[src/rtl/riscv_pkg.sv]
// Shared core definitions: register-file geometry and the writeback entry type.
package riscv_pkg;

  // Architectural register address width (x0..x31).
  localparam int REG_ADDR_W = 5;

  // Default number of pending writes held between the pipes and the regfile.
  localparam int WB_DEPTH = 4;

  // Native register value width; the writeback buffer data width matches it.
  localparam int XLEN = 32;

  // One pending register write.
  typedef struct packed {
    logic [REG_ADDR_W-1:0] rd;
    logic [XLEN-1:0]       data;
  } wb_entry_t;

endpackage

[src/rtl/wb_fwd_match.sv]
// Youngest-match search over the valid window of the writeback FIFO.
// Entries are visited oldest to youngest starting at the head; a later match
// overrides an earlier one, so the surviving result is the youngest write.
module wb_fwd_match
  import riscv_pkg::*;
#(
  parameter int DEPTH = WB_DEPTH,
  parameter int V     = XLEN
) (
  input  wb_entry_t [DEPTH-1:0]       entries,
  input  logic [$clog2(DEPTH)-1:0]    head,
  input  logic [$clog2(DEPTH):0]      count,
  input  logic [REG_ADDR_W-1:0]       rs,
  output logic                        hit,
  output logic [V-1:0]                data
);

  localparam int PTR_W = $clog2(DEPTH);
  localparam int CNT_W = PTR_W + 1;

  // Walk the occupied slots in age order; x0 never matches.
  always_comb begin
    hit  = 1'b0;
    data = '0;
    for (int i = 0; i < DEPTH; i++) begin
      if ((CNT_W'(i) < count) && (rs != '0) &&
          (entries[head + PTR_W'(i)].rd == rs)) begin
        hit  = 1'b1;
        data = V'(entries[head + PTR_W'(i)].data);
      end
    end
  end

endmodule

[src/rtl/writeback_buffer.sv]
// Writeback buffer: merges integer-pipe and FPU results into a small circular
// FIFO that drains one entry per cycle into the register file, and offers
// youngest-match forwarding of pending writes on two read addresses.
//
// Handshake: a producer request is taken on a rising edge where its valid and
// ready are both high. Ready is computed from registered occupancy only (plus
// fpu_valid for the integer side, since the FPU wins the last free slot) and
// never depends on the same-cycle drain. A taken request to x0 completes the
// handshake but is dropped instead of being stored.
module writeback_buffer
  import riscv_pkg::*;
#(
  parameter int V     = 32,
  parameter int DEPTH = WB_DEPTH
) (
  input  logic                        clk,
  input  logic                        rst_n,
  // integer-pipe write request
  input  logic                        int_valid,
  output logic                        int_ready,
  input  logic [4:0]                  int_rd,
  input  logic [V-1:0]                int_data,
  // FPU write request
  input  logic                        fpu_valid,
  output logic                        fpu_ready,
  input  logic [4:0]                  fpu_rd,
  input  logic [V-1:0]                fpu_data,
  // register-file write port
  output logic                        Reg_write,
  output logic [4:0]                  wr_adder,
  output logic [V-1:0]                wr_data,
  // forwarding lookup
  input  logic [4:0]                  rs1,
  input  logic [4:0]                  rs2,
  output logic                        fwd1_hit,
  output logic [V-1:0]                fwd1_data,
  output logic                        fwd2_hit,
  output logic [V-1:0]                fwd2_data,
  // occupancy
  output logic [$clog2(DEPTH):0]      count
);

  localparam int PTR_W = $clog2(DEPTH);
  localparam int CNT_W = PTR_W + 1;

  logic [PTR_W-1:0]      head_q, head_d;
  logic [PTR_W-1:0]      tail_q, tail_d;
  logic [CNT_W-1:0]      count_q, count_d;
  wb_entry_t [DEPTH-1:0] entries_q, entries_d;

  logic [CNT_W-1:0]      free;
  logic                  fpu_acc, int_acc;
  logic                  fpu_push, int_push;
  logic                  pop;
  logic [1:0]            n_push;
  logic [PTR_W-1:0]      int_slot;

  // Producer readiness from registered occupancy; the FPU has first claim.
  always_comb begin
    free      = CNT_W'(DEPTH) - count_q;
    fpu_ready = (free >= CNT_W'(1));
    int_ready = (free >= CNT_W'(2)) || ((free == CNT_W'(1)) && !fpu_valid);
  end

  // Accept/push/pop decisions for this cycle.
  always_comb begin
    fpu_acc  = fpu_valid && fpu_ready;
    int_acc  = int_valid && int_ready;
    fpu_push = fpu_acc && (fpu_rd != '0);
    int_push = int_acc && (int_rd != '0);
    pop      = (count_q != '0);
    n_push   = {1'b0, fpu_push} + {1'b0, int_push};
  end

  // Next-state for storage and pointers: FPU lands at the tail (older), the
  // integer entry right behind it when both push together.
  always_comb begin
    entries_d = entries_q;
    int_slot  = fpu_push ? (tail_q + PTR_W'(1)) : tail_q;
    if (fpu_push) begin
      entries_d[tail_q].rd   = fpu_rd;
      entries_d[tail_q].data = XLEN'(fpu_data);
    end
    if (int_push) begin
      entries_d[int_slot].rd   = int_rd;
      entries_d[int_slot].data = XLEN'(int_data);
    end
    tail_d  = tail_q + PTR_W'(n_push);
    head_d  = head_q + PTR_W'(pop);
    count_d = count_q + CNT_W'(n_push) - CNT_W'(pop);
  end

  // Control state: pointers and occupancy, cleared asynchronously.
  always_ff @(posedge clk or negedge rst_n) begin
    if (!rst_n) begin
      head_q  <= '0;
      tail_q  <= '0;
      count_q <= '0;
    end else begin
      head_q  <= head_d;
      tail_q  <= tail_d;
      count_q <= count_d;
    end
  end

  // Entry payload storage; validity comes solely from head/count.
  always_ff @(posedge clk) begin
    entries_q <= entries_d;
  end

  // Register-file write port driven straight from the head entry.
  assign Reg_write = pop;
  assign wr_adder  = entries_q[head_q].rd;
  assign wr_data   = V'(entries_q[head_q].data);
  assign count     = count_q;

  // Forwarding: one youngest-match searcher per read address.
  wb_fwd_match #(
    .DEPTH (DEPTH),
    .V     (V)
  ) u_fwd1 (
    .entries (entries_q),
    .head    (head_q),
    .count   (count_q),
    .rs      (rs1),
    .hit     (fwd1_hit),
    .data    (fwd1_data)
  );

  wb_fwd_match #(
    .DEPTH (DEPTH),
    .V     (V)
  ) u_fwd2 (
    .entries (entries_q),
    .head    (head_q),
    .count   (count_q),
    .rs      (rs2),
    .hit     (fwd2_hit),
    .data    (fwd2_data)
  );

endmodule

[config.mk]
export PLATFORM = sky130hd
export DESIGN_NAME = writeback_buffer
export DESIGN_NICKNAME = d
export VERILOG_FILES = /design/src/rtl/riscv_pkg.sv /design/src/rtl/wb_fwd_match.sv /design/src/rtl/writeback_buffer.sv
export SDC_FILE = /design/constraint.sdc
export NUM_CORES = 1
export LEC_CHECK = 0
export CAP_MARGIN = 0
export CORE_MARGIN = 2
export CORE_UTILIZATION = 45
export DETAILED_ROUTE_END_ITERATION = 8
export HOLD_SLACK_MARGIN = 0.03
export PLACE_DENSITY = 0.79
export REMOVE_ABC_BUFFERS = 1
export SLEW_MARGIN = 10
export SYNTH_ARGS = -nofsm -noshare
export SYNTH_HDL_FRONTEND = slang
export SYNTH_SLANG_ARGS = --single-unit
[constraint.sdc]
create_clock -name clk -period 5.05 [get_ports clk]
set_input_delay 1.515 -clock clk [delete_from_list [all_inputs] [get_ports clk]]
set_output_delay 1.515 -clock clk [all_outputs]
set_load 0.03 [all_outputs]
==> impl_metrics.env <==
export IMPL_cts_sink_count=155
export IMPL_seq_area_frac_synth_pct=24.8
export IMPL_die_w_um=172
export IMPL_synth_seq_cells=155
export IMPL_setup_worst_path_start_class="primary input"
export IMPL_power_density_nw_per_um2=855
export IMPL_post_route_cells_drive_above_1_share_pct=22.5
export IMPL_synth_most_common_cell="mux2i_1"
export IMPL_clock_root_buffer="clkbuf_16"
export IMPL_final_critical_path_setup_slack_ps=-135
export IMPL_grt_pass1_wl_mm=65.5
export IMPL_drc=0
export IMPL_drt_wl_total_mm=43.5
export IMPL_worst_skew_pair_late_latency_ps=420
export IMPL_drt_iter0_drc=1335
export IMPL_ant_nets=0
export IMPL_synth_warn=0
export IMPL_start_util_pct=45.6
export IMPL_tightest_slew_ps=784
export IMPL_cts_buffers=17
export IMPL_ctsLongestPathBuffers=2
export IMPL_post_synth_top_area_fraction_pct=23.4
export IMPL_detailed_place_hpwl_mm=29.1
export IMPL_vias_per_cell=5.95
export IMPL_peakVddDrop_v=0.000546
export IMPL_grt_pass1_vias=12100
export IMPL_fp_dieArea_um2=29500
export IMPL_synth_edff_count=0
export IMPL_status="complete, but fails checks"
export IMPL_period_needed_ps=5190
export IMPL_port_buffer_count=196
export IMPL_final_max_slew_viol_count=0
export IMPL_fp_row_count=61
export IMPL_critical_path_arrival_ps=3670
export IMPL_core_region_area_um2=27800
export IMPL_clk_transition_reported_paths_ps=60
export IMPL_class_of_the_most_critical_setup_path="in -> out"
export IMPL_antenna_found_initial=6
export IMPL_p_leak_nw=7.85
export IMPL_syn_area_um2=12700
export IMPL_worst_setup_path_end_kind="primary output"
export IMPL_htree_levels=4
export IMPL_dpl_instance_area_um2=15400
export IMPL_grt_setup_unrepaired="yes"
export IMPL_synth_commonest_cells="mux2i_1, nor2_1, a21oi_1"
export IMPL_placement_setup_worst_slack_ps=-652
export IMPL_synthCells=1585
export IMPL_achievable_frequency_mhz=193
export IMPL_failed_checks="setup timing"
export IMPL_maxCapViolations=0
export IMPL_largest_net_degree_at_the_start_of_global_routing=130
export IMPL_finalNetCount=1891
export IMPL_grt_overflow=0
export IMPL_detail_route_wl_per_cell_um=20.0
export IMPL_path_max_fanout=6
export IMPL_hold_viol=0
export IMPL_finish_instance_area_um2=17000
export IMPL_synthDominantAreaCellType="dfxtp_1"
export IMPL_area_growth_pct=33.7
export IMPL_relSlewSlack_pct=47.2
export IMPL_grt_use_total_pct=28.4
export IMPL_finClkSkew_ps=8.66
export IMPL_gp_congestion=0.989
export IMPL_synth_async_reset_ratio_pct=4.52
export IMPL_worst_endpoint_required_ps=3540
export IMPL_total_power_mw=14.5
export IMPL_synth_top_cells_by_area="dfxtp_1, mux2i_1, a21oi_1"
export IMPL_dr_total_vias=13000
export IMPL_min_path_type="reg -> reg"
export IMPL_drt_pass1_iter_count=6
export IMPL_fp_dieH_um=172
export IMPL_fin_crit_sh_pct=103
export IMPL_finalSetupViolations=25
export IMPL_post_synthesis_cell_type_count=45
export IMPL_cts_tree="done"
export IMPL_synthesis_area_per_instance_um2=8.00
export IMPL_main_synth_ff_type="dfxtp_1"
export IMPL_top_level_ports=197
critical path: stages:
cell,delay [ps]
buf_8,100
or3_4,380
a211o_1,400
buf_6,160
o211ai_4,170
buf_6,170
buf_12,110
buf_12,120
o221ai_2,100
o211ai_1,110
o21ai_1,110
buf_4,200
cell usage in the layout, fill, tap and decap left out, types with 32 or more instances in the layout:
cell / synthesis / layout
a21oi_1: 187 / 185
buf_4: 5 / 130
clkdlybuf4s50_1: 0 / 120
inv_1: 46 / 44
o211ai_1: 63 / 63
mux2_2: 63 / 63
mux2i_1: 258 / 251
buf_12: 0 / 32
o21ai_0: 124 / 106
nor2_1: 192 / 192
dfxtp_1: 148 / 148
nand2_1: 113 / 107
logic make-up after synthesis:
group,synth area share [%]
AO/OA/AOI/OAI,21.0
XOR/XNOR,3.11
adder cells (fa/ha/maj),1.54
buffers and inverters,6.69
flip-flops,24.8
multiplexers,29.2
AND/OR/NAND/NOR,13.7
what timing repair did:
item / CTS / global route
resized for setup: 99 / 78
cloned: 4 / 1
setup buffers: 26 / 11
setup endpoints to repair: 67 / 66
hold buffers: 0 / 0
pin swaps: 31 / 16
hold endpoints to repair: 0 / 0
sequential cells by signal (all words and copies together), names as in the netlist:
| name | flops |
|---|---|
| entries_q | 148 |
| count | 3 |
| head_q | 2 |
| tail_q | 2 |
path summary, 6_finish.rpt:
check / end / start / slack (ps) / cells after the start
worst max-delay path: fwd1_data[21] / rs1[0] / -140 / 12
worst min-delay path: entries_q[18] / entries_q[18] / 560 / 2
worst max register to register: count[2] / count[0] / 1400 / 13
worst min register to register: entries_q[18] / entries_q[18] / 560 / 2
max in group asynchronous: head_q[1] / rst_n / 3370 / 1
min in group asynchronous: count[0] / rst_n / 1380 / 1
metrics by stage:
stage,std cells,utilization [%],hold slack [ps],setup TNS [ps]
floorplan,1437,-,529,-655420
global route,2179,61.0,583,-3400
finish,2181,61.0,558,-1700
CTS,2166,59.7,558,-270
global placement,2106,55.4,543,-32880
detailed placement,2106,55.4,549,-32550
report_power, final:
part	internal, mW	switching, mW	leakage (nW)	total, mW
logic	4.50	6.11	6.24	10.6
registers	1.94	0.642	1.33	2.58
clock network	0.787	0.504	0.282	1.29
final cells by class:
cell class              count  area [um2]
fillers                  2310       10800
multi-input cells        1236        9030
repair buffers            332        3530
flip-flops and latches    155        3150
well taps                 378         473
clock buffers              20         447
inverters                  46         175
clock inverters            11         145
diodes                      3        7.51
layer usage:
metal	up-vias	track usage, %	part of all wire [%]
met3	106	6.03	9.2
li1	6139	-	-
met2	658	46.7	46
met1	6075	36.4	41
met5	-	0	0.092
met4	6	11.3	3.4
Note: power is estimated with default switching activity, not from simulation.
